--- src/rtl/sound_gen_pkg.sv ---
// Shared frame format and SPI master state type for the sound generator
// register write path (spi_cmd_master on the host side, spi_decoder on the
// device side).
package sound_gen_pkg;

  localparam int SPI_FRAME_BITS = 24;
  localparam int SPI_ADDR_W     = 5;
  localparam int SPI_DATA_W     = 16;
  localparam logic [2:0] SPI_WRITE_OP = 3'b000;

  typedef enum logic [2:0] {
    ST_IDLE   = 3'd0,
    ST_SETUP  = 3'd1,
    ST_BIT_LO = 3'd2,
    ST_BIT_HI = 3'd3,
    ST_HOLD   = 3'd4,
    ST_GAP    = 3'd5
  } spi_state_t;

  // Build the 24-bit write command: op/address byte, then data MSB first.
  function automatic logic [SPI_FRAME_BITS-1:0] spi_pack_cmd(
    input logic [SPI_ADDR_W-1:0] addr,
    input logic [SPI_DATA_W-1:0] data
  );
    return {SPI_WRITE_OP, addr, data};
  endfunction

endpackage

--- src/rtl/spi_phase_timer.sv ---
// Phase timer shared by every timed SPI phase. Counts 0..HALF_PERIOD-1 while
// running and pulses expire_out on the last cycle of each phase, wrapping to
// zero so the next phase starts with a fresh count.
module spi_phase_timer #(
  parameter int HALF_PERIOD = 10
) (
  input  logic clk_in,
  input  logic reset_n_in,
  input  logic start_in,
  input  logic run_in,
  output logic expire_out
);

  localparam int CW = (HALF_PERIOD > 1) ? $clog2(HALF_PERIOD + 1) : 1;
  localparam logic [CW-1:0] TERM = CW'(HALF_PERIOD - 1);

  logic [CW-1:0] cnt_q;

  assign expire_out = run_in && (cnt_q == TERM);

  // Phase counter: cleared on start and at every phase boundary.
  always_ff @(posedge clk_in or negedge reset_n_in) begin
    if (!reset_n_in) begin
      cnt_q <= '0;
    end else if (start_in || expire_out) begin
      cnt_q <= '0;
    end else if (run_in) begin
      cnt_q <= cnt_q + CW'(1);
    end
  end

endmodule

--- src/rtl/spi_cmd_master.sv ---
// SPI mode-0 initiator: sends one 3-byte register write per accepted request.
//
// state     | meaning
// ----------+-----------------------------------------------------------
// ST_IDLE   | ready for a request, CS high
// ST_SETUP  | CS low, SCLK low, MOSI low before the first bit
// ST_BIT_LO | SCLK low, MOSI presents the current bit
// ST_BIT_HI | SCLK high, MOSI held; shift on exit
// ST_HOLD   | CS low after the last falling SCLK edge
// ST_GAP    | CS high, minimum spacing before the next frame
module spi_cmd_master
  import sound_gen_pkg::*;
#(
  parameter int HALF_PERIOD = 10,
  parameter int FRAME_BITS  = SPI_FRAME_BITS
) (
  input  logic                  clk_in,
  input  logic                  reset_n_in,
  input  logic [SPI_ADDR_W-1:0] addr_in,
  input  logic [SPI_DATA_W-1:0] data_in,
  input  logic                  valid_in,
  output logic                  ready_out,
  output logic                  busy_out,
  output logic                  done_out,
  output logic                  spi_sclk_out,
  output logic                  spi_cs_out,
  output logic                  spi_mosi_out
);

  localparam logic [4:0] LAST_BIT = 5'(FRAME_BITS - 1);

  spi_state_t                state_q, state_d;
  logic [SPI_FRAME_BITS-1:0] shift_q, shift_d;
  logic [4:0]                bit_cnt_q, bit_cnt_d;
  logic                      accept;
  logic                      phase_done;
  logic                      timer_run;

  logic ready_d, busy_d, done_d, sclk_d, cs_d, mosi_d;

  assign timer_run = (state_q != ST_IDLE);

  spi_phase_timer #(
    .HALF_PERIOD(HALF_PERIOD)
  ) u_timer (
    .clk_in     (clk_in),
    .reset_n_in (reset_n_in),
    .start_in   (accept),
    .run_in     (timer_run),
    .expire_out (phase_done)
  );

  // State, shift register and bit counter.
  always_ff @(posedge clk_in or negedge reset_n_in) begin
    if (!reset_n_in) begin
      state_q   <= ST_IDLE;
      shift_q   <= '0;
      bit_cnt_q <= '0;
    end else begin
      state_q   <= state_d;
      shift_q   <= shift_d;
      bit_cnt_q <= bit_cnt_d;
    end
  end

  // Next state, shifting and the registered-output targets.
  always_comb begin
    state_d   = state_q;
    shift_d   = shift_q;
    bit_cnt_d = bit_cnt_q;
    accept    = 1'b0;
    done_d    = 1'b0;

    case (state_q)
      ST_IDLE: begin
        if (valid_in && ready_out) begin
          accept    = 1'b1;
          shift_d   = spi_pack_cmd(addr_in, data_in);
          bit_cnt_d = '0;
          state_d   = ST_SETUP;
        end
      end
      ST_SETUP: begin
        if (phase_done) state_d = ST_BIT_LO;
      end
      ST_BIT_LO: begin
        if (phase_done) state_d = ST_BIT_HI;
      end
      ST_BIT_HI: begin
        if (phase_done) begin
          shift_d   = {shift_q[SPI_FRAME_BITS-2:0], 1'b0};
          bit_cnt_d = bit_cnt_q + 5'd1;
          state_d   = (bit_cnt_q == LAST_BIT) ? ST_HOLD : ST_BIT_LO;
        end
      end
      ST_HOLD: begin
        if (phase_done) begin
          state_d = ST_GAP;
          done_d  = 1'b1;
        end
      end
      ST_GAP: begin
        if (phase_done) state_d = ST_IDLE;
      end
      default: state_d = ST_IDLE;
    endcase

    // MOSI only changes when entering BIT_LO (SCLK low); it is held through
    // BIT_HI and HOLD so the last bit stays valid after its rising edge.
    case (state_d)
      ST_BIT_LO:         mosi_d = shift_d[SPI_FRAME_BITS-1];
      ST_BIT_HI, ST_HOLD: mosi_d = spi_mosi_out;
      default:           mosi_d = 1'b0;
    endcase

    sclk_d  = (state_d == ST_BIT_HI);
    cs_d    = (state_d == ST_IDLE) || (state_d == ST_GAP);
    ready_d = (state_d == ST_IDLE);
    busy_d  = (state_d != ST_IDLE);
  end

  // Registered outputs, all derived from the next state.
  always_ff @(posedge clk_in or negedge reset_n_in) begin
    if (!reset_n_in) begin
      ready_out    <= 1'b1;
      busy_out     <= 1'b0;
      done_out     <= 1'b0;
      spi_sclk_out <= 1'b0;
      spi_cs_out   <= 1'b1;
      spi_mosi_out <= 1'b0;
    end else begin
      ready_out    <= ready_d;
      busy_out     <= busy_d;
      done_out     <= done_d;
      spi_sclk_out <= sclk_d;
      spi_cs_out   <= cs_d;
      spi_mosi_out <= mosi_d;
    end
  end

endmodule

--- config.mk ---
export PLATFORM = sky130hd
export DESIGN_NAME = spi_cmd_master
export DESIGN_NICKNAME = d
export VERILOG_FILES = /design/src/rtl/sound_gen_pkg.sv /design/src/rtl/spi_phase_timer.sv /design/src/rtl/spi_cmd_master.sv
export SDC_FILE = /design/constraint.sdc
export NUM_CORES = 1
export LEC_CHECK = 0
export CAP_MARGIN = 0
export CELL_PAD_IN_SITES_DETAIL_PLACEMENT = 1
export CELL_PAD_IN_SITES_GLOBAL_PLACEMENT = 1
export CORE_MARGIN = 2
export CORE_UTILIZATION = 36
export DETAILED_ROUTE_END_ITERATION = 10
export PLACE_DENSITY_LB_ADDON = 0.1
export RECOVER_POWER = 25
export SETUP_SLACK_MARGIN = 0.02
export SLEW_MARGIN = 0
export SYNTH_ARGS = -nofsm -noshare
export SYNTH_HDL_FRONTEND = slang
export SYNTH_SLANG_ARGS = --single-unit
--- constraint.sdc ---
create_clock -name clk_in -period 1.8 [get_ports clk_in]
set_input_delay 0.36 -clock clk_in [delete_from_list [all_inputs] [get_ports clk_in]]
set_output_delay 0.36 -clock clk_in [all_outputs]
set_load 0.1 [all_outputs]
==> key figures <==
Yosys
  – Ys async rst share: 100.0%
  – Synth top area cells: dfrtp_1 (55%), nand2_1 (9.5%), a22oi_1 (8.2%), dfstp_2 (2.9%), a22o_1 (2.4%)
  – Mapped Area: 1824 µm²
  – Syn Nets: 203
  – Top cell type's share of synthesized area: 54.87%
  – Synth Register Bits: 42
  – Register area share after synthesis: 57.75%
  – Mux contribution to synthesized area: 1.166%
  – Synth Flop Type: dfrtp_1
  – Post-Syn Area per Cell: 10.37 µm²
  – Number of synthesized flops with an enable pin: 0
  – Ys Warns: 0
  – Compound-cell area share of the yosys netlist: 15.36%
  – Simple-Gate Fraction of Synth Area: 19.14%
  – Synth Area in XOR/XNOR: 1.920%
  – Yosys cell types: 36
  – Post-Synth Adder-Cell Area: 2.058%
  – Leading area contributor after synthesis: dfrtp_1
  – Largest family of logic cells by synthesized area: simple AND/OR/NAND/NOR gates
  – Cell count after synthesis: 176

Drt
  – DRT antenna net count: 0
  – Drt wl/cell: 15.20 µm
  – Total wire length: 4424 µm
  – Routed via count: 1473
  – Avg Vias per Cell: 5.062
  – Residual DRC: 0
  – TritonRoute pass-1 iters: 4
  – Initial drt markers: 57

Place
  – I/O Buffers: 29
  – Pre-CTS setup slack: -114.0 ps
  – Gpl congestion: 0.7516
  – Final HPWL DP: 3093 µm
  – Inst Count DP: 279

Power and ir drop
  – Worst VDD drop: 0.5859 mV
  – Pwr Total: 0.003755 W
  – Pwr dens: 1491 nW/µm²
  – Leak: 1.190 nW

Cells and area
  – ANT cells: 0
  – Fin nets: 250
  – Synthesis-to-layout area growth: 38.07%
  – Layout cells sized above 1: 21.88%
  – Final cell count without fillers: 291
  – Filler Cell Count: 551

GRT
  – Largest net degree at the start of global routing: 43
  – Global-route wire length before repair: 7217 µm
  – Total congestion overflow: 0
  – Total GRT Usage: 17.41%
  – Initial antenna violation count: 0
  – Vias in the first global route: 1509

Timing
  – Slew at the pin closest to its max-slew limit: 1036 ps
  – Endpoints failing hold: 0
  – Final setup vio count: 0
  – RSZ-0062 raised after global routing: yes
  – Post-layout min period: 1773 ps
  – Fmax: 564.0 MHz
  – Final setup margin: 27.07 ps
  – Max-slew violation count: 0
  – Max-slew headroom: 30.92%
  – Tcrit/Tclk final: 98.50%
  – Hold slack: 323.7 ps
  – Clk_skew: 3.283 ps

Job
  – Max-cap violation count: 0

Floorplanning
  – Initial Util: 37.87%
  – IO Count: 30
  – Chip height: 75.19 µm
  – Die area: 5653 µm²
  – Die Wd: 75.19 µm
  – Core area: 4817 µm²
  – Row Count: 25

Critical path
  – Setup CP Type: flip-flop to flip-flop
  – Worst Path Arrival: 1960 ps
  – Buffer and inverter count on the worst path: 2
  – CP max stage cell: dfrtp_1
  – Crit path launch type: flip-flop
  – Crit-path max cell delay: 390 ps
  – Worst EP required: 1980 ps
  – CP cell instances: inv_2 -> ha_4 -> buf_6 -> nand4b_1 -> nor2_2 -> a22o_4 -> nor2_1 -> a32o_1
  – CP max FO: 4
  – Crit. End Element: flip-flop
  – Kind of cell adding the most delay to the critical path: simple AND/OR/NAND/NOR gates

Outcome
  – Status: completed

Clocking
  – Inserted Clock Buffers: 5
  – Clock latency at the later pin of the worst-skew pair: 290 ps
  – H-tree depth: 2
  – # hold bufs at CTS: 0
  – Worst-path clk slew: 80 ps
  – TritonCTS clock tree: built
  – Clock buffer depth: 2
  – Root Driver: clkbuf_8
  – Clk sinks: 42

Min path
  – Hold Path Class: primary input to async pin
[repair_timing]
item | CTS | global route
setup endpoints to repair | 4 | 12
gates resized for setup | 3 | 12
buffers inserted | 2 | 2
pin swaps | 0 | 4
hold endpoints to repair | 0 | 0
cloned | 0 | 0
[synth_stat cells (all sizes together) (2+ instances only)]
cell and instances:
ha 3, a22oi 20, nand4b 2, and3 3, xnor2 2, inv 3
xor2 2, a22o 5, o21ai 6, nand2 46, a21oi 2, dfstp 2
buf 7, nand3 3, nor2 12, nor2b 2, dfrtp 40
[metal layers]
layer | track usage [%] | up-vias | wire length (µm)
met3 | 4.685 | 6 | 168
met5 | 0 | - | 0
met2 | 29.43 | 24 | 2325
met1 | 21.37 | 736 | 1877
met4 | 6.433 | 0 | 53
li1 | - | 707 | -
[metrics by stage]
| step | area, µm² | TNS [ps] | util, % |
|---|---|---|---|
| finish | 2519 | 0 | 52.29 |
| global route | 2519 | -53.43 | 52.29 |
| CTS | 2462 | 0 | 51.12 |
| detailed placement | 2346 | -157.3 | 48.70 |
| global placement | 2346 | -47.64 | 48.70 |
| floorplan | 1828 | 0 | - |
[where the power goes]
part,leakage (nW),switching (W),internal [W]
clock network,0.0482,0.000322,0.000310
registers,0.530,0.000288,0.00134
logic,0.611,0.000838,0.000658
total,1.19,0.00145,0.00231
[registers in the layout, summed over array words and instances (netlist names)]
register and flops:
spi_cs_out 1, state_q 3, ready_out 1, busy_out 1
u_timer.cnt_q 4, shift_q 24, spi_sclk_out 1, spi_mosi_out 1
bit_cnt_q 5, done_out 1
[placed cells by master, fill, tap and decap left out, types with 3 or more instances in the layout]
cell type and count:
o21ai_0 6, a22oi_1 20, buf_12 6, nand3_1 3
clkbuf_8 6, a22o_1 4, nand2_1 46, buf_4 16
clkdlybuf4s50_1 22, dfrtp_1 40, nor2_1 9
[layout make-up]
cell class | count | area, µm² | area share (%)
well taps | 67 | 83.83 | 3.328
flip-flops and latches | 42 | 1057 | 41.98
repair buffers | 48 | 493.0 | 19.57
clock inverters | 1 | 5.005 | 0.1987
inverters | 3 | 11.26 | 0.4471
clock buffers | 7 | 86.33 | 3.428
multi-input cells | 123 | 782.0 | 31.05
[logic make-up after synthesis]
| group | after synthesis |
|---|---|
| and+or+nand+nor | 75 |
| xor gates and xnor gates | 4 |
| muxes | 2 |
| buffers and inverters | 11 |
| adders and majority gates | 3 |
| AOI/OAI and AO/OA | 39 |
| DFF | 42 |
[worst paths after layout]
check | start | to | slack (ps) | cells past startpoint
setup / recovery | u_timer.cnt_q[1] | spi_mosi_out | 30 | 8
hold / removal | reset_n_in | shift_q[22] | 320 | 2
setup reg to reg | u_timer.cnt_q[1] | spi_mosi_out | 30 | 8
hold reg to reg | shift_q[2] | shift_q[2] | 490 | 2
max in group asynchronous | reset_n_in | shift_q[10] | 850 | 2
min in group clk_in | shift_q[2] | shift_q[2] | 490 | 2
Note: power is estimated with default switching activity, not from simulation.
